===== src/rtl/pwr_switch_ack_emu_pkg.sv =====
// Shared types and helpers for the power-switch acknowledge emulator.
// Latency arithmetic is done at 32 bits; LAT_W is expected to be at most 32.
package pwr_switch_ack_emu_pkg;

  typedef enum logic [1:0] {OFF, RAMP_ON, ON, RAMP_OFF} sw_state_e;

  localparam int LAT_W_DEFAULT = 8;

  // A programmed latency of zero behaves like a single-cycle switch.
  function automatic logic [31:0] eff_lat(input logic [31:0] lat);
    return (lat == 32'd0) ? 32'd1 : lat;
  endfunction

endpackage


===== src/rtl/pwr_switch_ack_emu_ch.sv =====
// One power domain: request-to-acknowledge FSM with a loadable ramp counter.
// The latency inputs are already clamped to a minimum of 1.
module pwr_switch_ack_emu_ch
  import pwr_switch_ack_emu_pkg::*;
#(
  parameter int   LAT_W   = LAT_W_DEFAULT,
  parameter logic INIT_ON = 1'b1
) (
  input  logic             clk_i,
  input  logic             rst_i,
  input  logic             switch_i,
  input  logic [LAT_W-1:0] on_lat_i,
  input  logic [LAT_W-1:0] off_lat_i,
  output logic             ack_o,
  output logic             done_o,
  output logic             busy_o
);

  sw_state_e        state_reg, state_next;
  logic [LAT_W-1:0] cnt_reg, cnt_next;
  logic             ack_reg, ack_next;
  logic             done_reg, done_next;

  always_ff @(posedge clk_i) begin
    if (rst_i) begin
      state_reg <= INIT_ON ? ON : OFF;
      cnt_reg   <= '0;
      ack_reg   <= INIT_ON;
      done_reg  <= 1'b0;
    end else begin
      state_reg <= state_next;
      cnt_reg   <= cnt_next;
      ack_reg   <= ack_next;
      done_reg  <= done_next;
    end
  end

  always_comb begin
    state_next = state_reg;
    cnt_next   = cnt_reg;
    ack_next   = ack_reg;
    done_next  = 1'b0;
    unique case (state_reg)
      OFF: begin
        if (switch_i) begin
          if (on_lat_i == LAT_W'(1)) begin
            state_next = ON;
            ack_next   = 1'b1;
            done_next  = 1'b1;
          end else begin
            state_next = RAMP_ON;
            cnt_next   = on_lat_i - LAT_W'(1);
          end
        end
      end
      RAMP_ON: begin
        // Request dropped before the ramp completed: a glitch, discard it.
        if (!switch_i) begin
          state_next = OFF;
          cnt_next   = '0;
        end else if (cnt_reg == LAT_W'(1)) begin
          state_next = ON;
          cnt_next   = '0;
          ack_next   = 1'b1;
          done_next  = 1'b1;
        end else begin
          cnt_next = cnt_reg - LAT_W'(1);
        end
      end
      ON: begin
        if (!switch_i) begin
          if (off_lat_i == LAT_W'(1)) begin
            state_next = OFF;
            ack_next   = 1'b0;
            done_next  = 1'b1;
          end else begin
            state_next = RAMP_OFF;
            cnt_next   = off_lat_i - LAT_W'(1);
          end
        end
      end
      RAMP_OFF: begin
        if (switch_i) begin
          state_next = ON;
          cnt_next   = '0;
        end else if (cnt_reg == LAT_W'(1)) begin
          state_next = OFF;
          cnt_next   = '0;
          ack_next   = 1'b0;
          done_next  = 1'b1;
        end else begin
          cnt_next = cnt_reg - LAT_W'(1);
        end
      end
      default: state_next = OFF;
    endcase
  end

  assign ack_o  = ack_reg;
  assign done_o = done_reg;
  assign busy_o = (state_reg == RAMP_ON) || (state_reg == RAMP_OFF);

endmodule


===== src/rtl/pwr_switch_ack_emu.sv =====
// Multi-domain power-switch acknowledge emulator with runtime-writable
// on/off latencies shared by all channels.
module pwr_switch_ack_emu
  import pwr_switch_ack_emu_pkg::*;
#(
  parameter int             NCH         = 4,
  parameter int             LAT_W       = LAT_W_DEFAULT,
  parameter int             ON_LATENCY  = 15,
  parameter int             OFF_LATENCY = 15,
  parameter logic [NCH-1:0] INIT_ON     = '1
) (
  input  logic             clk_i,
  input  logic             rst_i,
  input  logic [NCH-1:0]   switch_i,
  output logic [NCH-1:0]   ack_o,
  output logic [NCH-1:0]   done_o,
  output logic             busy_o,
  input  logic             cfg_we_i,
  input  logic [LAT_W-1:0] cfg_on_lat_i,
  input  logic [LAT_W-1:0] cfg_off_lat_i
);

  logic [LAT_W-1:0] on_lat_reg;
  logic [LAT_W-1:0] off_lat_reg;
  logic [LAT_W-1:0] on_eff;
  logic [LAT_W-1:0] off_eff;
  logic [NCH-1:0]   busy_ch;

  always_ff @(posedge clk_i) begin
    if (rst_i) begin
      on_lat_reg  <= LAT_W'(ON_LATENCY);
      off_lat_reg <= LAT_W'(OFF_LATENCY);
    end else if (cfg_we_i) begin
      on_lat_reg  <= cfg_on_lat_i;
      off_lat_reg <= cfg_off_lat_i;
    end
  end

  // Channels see the pre-write value on a write edge, so a ramp starting
  // on that edge keeps the old latency.
  assign on_eff  = LAT_W'(eff_lat(32'(on_lat_reg)));
  assign off_eff = LAT_W'(eff_lat(32'(off_lat_reg)));

  generate
    for (genvar gi = 0; gi < NCH; gi++) begin : g_ch
      pwr_switch_ack_emu_ch #(
        .LAT_W   (LAT_W),
        .INIT_ON (INIT_ON[gi])
      ) u_ch (
        .clk_i     (clk_i),
        .rst_i     (rst_i),
        .switch_i  (switch_i[gi]),
        .on_lat_i  (on_eff),
        .off_lat_i (off_eff),
        .ack_o     (ack_o[gi]),
        .done_o    (done_o[gi]),
        .busy_o    (busy_ch[gi])
      );
    end
  endgenerate

  assign busy_o = |busy_ch;

endmodule


===== config.mk =====
export PLATFORM = sky130hd
export DESIGN_NAME = pwr_switch_ack_emu
export DESIGN_NICKNAME = d
export VERILOG_FILES = /design/src/rtl/pwr_switch_ack_emu_pkg.sv /design/src/rtl/pwr_switch_ack_emu_ch.sv /design/src/rtl/pwr_switch_ack_emu.sv
export SDC_FILE = /design/constraint.sdc
export NUM_CORES = 1
export LEC_CHECK = 0
export ABC_AREA = 1
export CORE_MARGIN = 5
export CORE_UTILIZATION = 64
export CTS_CLUSTER_DIAMETER = 150
export DETAILED_ROUTE_END_ITERATION = 10
export PLACE_DENSITY = 0.86
export REMOVE_ABC_BUFFERS = 1
export SYNTH_ARGS = -nofsm -noshare
export SYNTH_HDL_FRONTEND = slang
export SYNTH_SLANG_ARGS = --single-unit

===== constraint.sdc =====
create_clock -name clk_i -period 5.06 [get_ports clk_i]
set_input_delay 1.518 -clock clk_i [delete_from_list [all_inputs] [get_ports clk_i]]
set_output_delay 1.518 -clock clk_i [all_outputs]
set_load 0.01 [all_outputs]

Word-level counts from Yosys, hierarchy flattened:

Index checks and enable logic that the tools add are counted.

* equal/unequal tests: 66
* reduce and logical (&&, ||, !) cells: 23
* add/sub/neg operators: 6
* multiplexer cells: 114

Operator list (count)
* 8-bit two-way mux: 24
* 8-bit one-hot mux with 4 select lines: 4
* 2-bit != test, second input constant: 30
* 2-bit two-way mux: 26
* 8-bit by 1-bit == test with 1-bit output, second input constant: 6
* 1-bit two-way mux: 48
* 8-bit by 1-bit subtractor with 8-bit output, second input constant: 6
* 1-bit one-hot mux with 4 select lines: 8
* 2-bit one-hot mux with 4 select lines: 4
* 4-bit AND reduction: 8
* 8-bit AND reduction: 4
* 3-bit by 2-bit != test with 1-bit output, second input constant: 8
* 2-bit by 1-bit != test with 1-bit output, second input constant: 10
* 2-bit == test, second input constant: 8
* 8-bit zero test: 2
* 2-bit by 1-bit == test with 1-bit output, second input constant: 4
* 2-bit zero test: 4
* 1-bit logical OR: 4
* 4-bit OR reduction: 1

* output and inout port bits: 9
* register bits: 64

Logic depth before layout (Yosys ltp):

* word-level depth: 6
* gate-level depth with buffers: 15
* depth with buffers taken out: 15

Hierarchy:

Synthesis repeated with hierarchy kept, for this count alone.

* cells, all modules: 1015
* area, all modules: 5856.9 µm²

Modules (own cells, without submodules)
* pwr_switch_ack_emu_ch (g_ch[0].u_ch ...): area an instance 1325.0 µm², instances 3, cells each 235
* pwr_switch_ack_emu_ch (g_ch[3].u_ch): area an instance 1213.7 µm², instances 1, cells each 212
* pwr_switch_ack_emu: area an instance 668.1 µm², instances 1, cells each 98

Least setup slack after synthesis:

OpenSTA, ideal clock, no wires.

* path type: register -> output
* from: register g_ch[0].u_ch.state_reg[0]
* to: output busy_o
* stages on the path, launching flop included: 5
* data arrival time: 0.952 ns
* required time: 3.542 ns
* path slack: 2.590 ns
* cell sequence: dfxtp_1 buf_4 inv_1 clkbuf_1 nand4_1

* cells in the longest elaborated chain, start to end: 3

RTL lines
* start: declaration: RTL line pwr_switch_ack_emu_ch.sv:19 `sw_state_e state_reg, state_next;`
* start signal: assignment: RTL line pwr_switch_ack_emu_ch.sv:26 `state_reg <= INIT_ON ? ON : OFF;`
* start signal: assignment: RTL line pwr_switch_ack_emu_ch.sv:31 `state_reg <= state_next;`
* 2-bit by 1-bit == test with 1-bit output / 2-bit == test (equally long branches): RTL line pwr_switch_ack_emu_ch.sv:101 `assign busy_o = (state_reg == RAMP_ON) || (state_reg == RAMP_OFF);`
* 1-bit logical OR *: RTL line pwr_switch_ack_emu_ch.sv:101
* 4-bit OR reduction *: RTL line pwr_switch_ack_emu.sv:62 `assign busy_o = |busy_ch;`
* end: declaration: RTL line pwr_switch_ack_emu.sv:17 `output logic busy_o,`

Every way passes the cells marked *; elsewhere a longest branch is shown, timed or not.

Final worst setup path:

Ends and elaborated chain as after synthesis.

==> results.txt <==
Hold Crit Start: g_ch[0].u_ch.ack_o$_SDFFE_PP1P_
IO Pins: 32
post-CTS setup buffer count: 0
Final Hold Fails: 0
Die Wd: 94.3 um
Final Util: 0.722
DRT iter0 DRCs: 462
asr flop ratio synth: 0
status: complete, no violations
mean post-synth cell area: 6.30 um2
clk_skew: 0.00725 ns
Gate power share: 0.569
crit path kind: reg2out
antenna cells: 0
Sink Count: 64
placed cell count: 820
Worst Hold End: g_ch[0].u_ch.ack_o$_SDFFE_PP1P_
register share of total power: 0.285
Slew HR: 0.445
Nets: 770
number of global-route vias before repair: 4359
Non-Filler Instances: 835
Layout Area Growth over Synthesis: 9.17%
Clk Latency, worst-skew pair: 0.34 ns
post-CTS sizing: 0
post-DR vias/cell: 5.68
period utilization: 0.655
hold_buf cts: 0
CORE AREA: 0.00687 mm2
Post-Syn Area: 0.00455 mm2
Yosys top cell area share: 0.282
Setup crit end kind: output port
Num CTS Buffers: 9
Overall Power: 3.03 mW
fillcell total: 599
Seq cells post-synth: 64
via count: 4746
multi-input logic area: 0.00271 mm2
GP Congestion: 0.939
DRC violations left: 0
R2R cell count: 13
synth unique cells: 39
die area: 0.00889 mm2
RSZ-0062 raised after global routing: no
Worst EP required: 3.54 ns
largest net degree at the start of global routing: 42
die height: 94.3 um
placed wire-length estimate: 8400 um
Overflow after GRT: 0
r2r setup slk: 2.24 ns
Port Buffer Count: 31
row count: 30
Clock Power Share: 0.146
WL/cell: 14.2 um
predominant post-synthesis flop cell: dfxtp_1
element type at the critical path start: flop
final WL: 11900 um
Synth area leaders: dfxtp_1, nand2_1, a21oi_1, o21ai_0, inv_1
register area share after synthesis: 0.282
total negative slack: 0 ns
length of the first detailed-routing pass in iterations: 8
R2R Path Start: on_lat_reg[1]$_SDFFE_PP1P_
sequential cell area: 0.00128 mm2
Largest register FFs: 32
clk slew on worst S/H paths: 0.07 ns
switching power: 1.48 mW
layout cells sized above 1: 0.0798
switching share of power: 0.490
Max Clk Rate: 302 MHz
Synthesis Warnings: 0
first-pass GRT wire length: 19900 um
hold path cells: 2
cell internal pwr: 1.54 mW
setup violators final: 0
dominant cell type by area after synthesis: dfxtp_1
Starting Density: 0.662
root buffer cell: clkbuf_8
maximum VDD drop: 0.335 mV
Leakage Power: 2.31 nW
HP Class: reg2reg
Power per Cell Area: 610 mW/mm2
max cap viols: 0
Overall Global Routing Usage: 0.280
H-tree levels: 3
min Tclk post-route: 3.31 ns
synthesized instance count: 722
R2R Path End: g_ch[0].u_ch.cnt_reg[1]$_SDFFE_PP0P_
CTS Buffer Depth: 2
Worst Tran Pin Value: 0.831 ns
WP data arrival: 1.80 ns
antenna violations before repair: 0
TritonCTS clock tree: yes
Post-synth EDFFs: 0
crit-path max FO: 12
Pins Over Slew Limit: 0
Final ANT Viol Nets: 0
[layout by cell type, fill, tap and decap left out, types with 3 or more instances in the layout]
cell / n
o21ai_1: 3
a21oi_2: 5
nor2_4: 5
nor3_1: 5
nand3_1: 54
nand4_1: 7
a21oi_1: 71
nand2_1: 191
nand3_2: 4
inv_1: 78
o2111ai_1: 3
clkbuf_8: 10
nand2_2: 8
o21ai_2: 4
dfxtp_1: 64
nor2_1: 69
clkdlybuf4s50_1: 31
inv_2: 11
xnor2_1: 5
o211ai_1: 4
o21ai_0: 60
ha_1: 12
xor2_1: 13
[final cells by class]
type	count	area share
timing repair buffer	32	0.0640
clock inverter	3	0.00857
tap	96	0.0242
clock buffer	12	0.0292
inverter	91	0.0703
multi-input combinational	537	0.545
sequential	64	0.258
[power by group through the flow]
stage / clock, mW / combinational (mW) / sequential (mW)
2_1_floorplan: 0 / 1.32 / 0.833
6_report: 0.442 / 1.72 / 0.863
5_1_grt: 0.467 / 1.95 / 0.891
3_5_place_dp: 0 / 1.68 / 0.867
3_3_place_gp: 0 / 1.63 / 0.863
4_1_cts: 0.441 / 1.69 / 0.859
[through the flow]
stage,setup WS (ns),area (um2),hold WS [ns]
floorplan,2.54,4340,0.439
global placement,1.76,4770,0.440
detailed placement,1.68,4770,0.448
CTS,1.76,4960,0.465
global route,1.63,4960,0.502
finish,1.75,4960,0.458
[per-layer routing]
metal  track usage  part of all wire  vias to the layer above
met3        0.0409             0.080                       50
met5             0                 0                        -
li1              -                 -                     2356
met1         0.350              0.42                     2114
met4         0.144             0.041                        0
met2         0.465              0.46                      226
[Yosys cell counts, types with 6 or more instances]
library cell	count
buf_4	10
nand4_1	7
a21oi_1	71
dfxtp_1	64
nand2_2	8
nand3_1	54
o21ai_0	60
nand2_1	191
clkbuf_1	10
buf_6	6
ha_1	12
nor2_1	69
inv_2	11
inv_1	78
xor2_1	13
[cell families (layout without fill, tap and decap cells)]
family	Yosys count	in the layout	synth area share
simple gates	349	349	0.336
fa+ha+maj	12	12	0.0330
compound gates	158	158	0.192
xor+xnor	18	18	0.0347
buf+inv	121	138	0.123
flops	64	64	0.282
[worst max-delay path by stage]
stage	start	end	slack, ns	cells after the start
final	g_ch[0].u_ch.state_reg[0]$_SDFFE_PP0P_	busy_o	1.75	3
after global routing	g_ch[0].u_ch.state_reg[0]$_SDFFE_PP0P_	busy_o	1.63	3
after CTS	g_ch[0].u_ch.state_reg[0]$_SDFFE_PP0P_	busy_o	1.76	3
after detailed placement	rst_i	on_lat_reg[6]$_SDFFE_PP0P_	1.68	5
after global placement	rst_i	g_ch[3].u_ch.state_reg[0]$_SDFFE_PP0P_	1.76	5
after floorplan	switch_i[3]	g_ch[3].u_ch.cnt_reg[3]$_SDFFE_PP0P_	2.54	6
[worst max-delay path, cell delays in order, from the launching register on]
cell and delay, ns:
dfxtp_1 0.50, inv_1 0.26, nand4_1 0.15, clkdlybuf4s50_1 0.55
(Power assumes the default switching activity.)
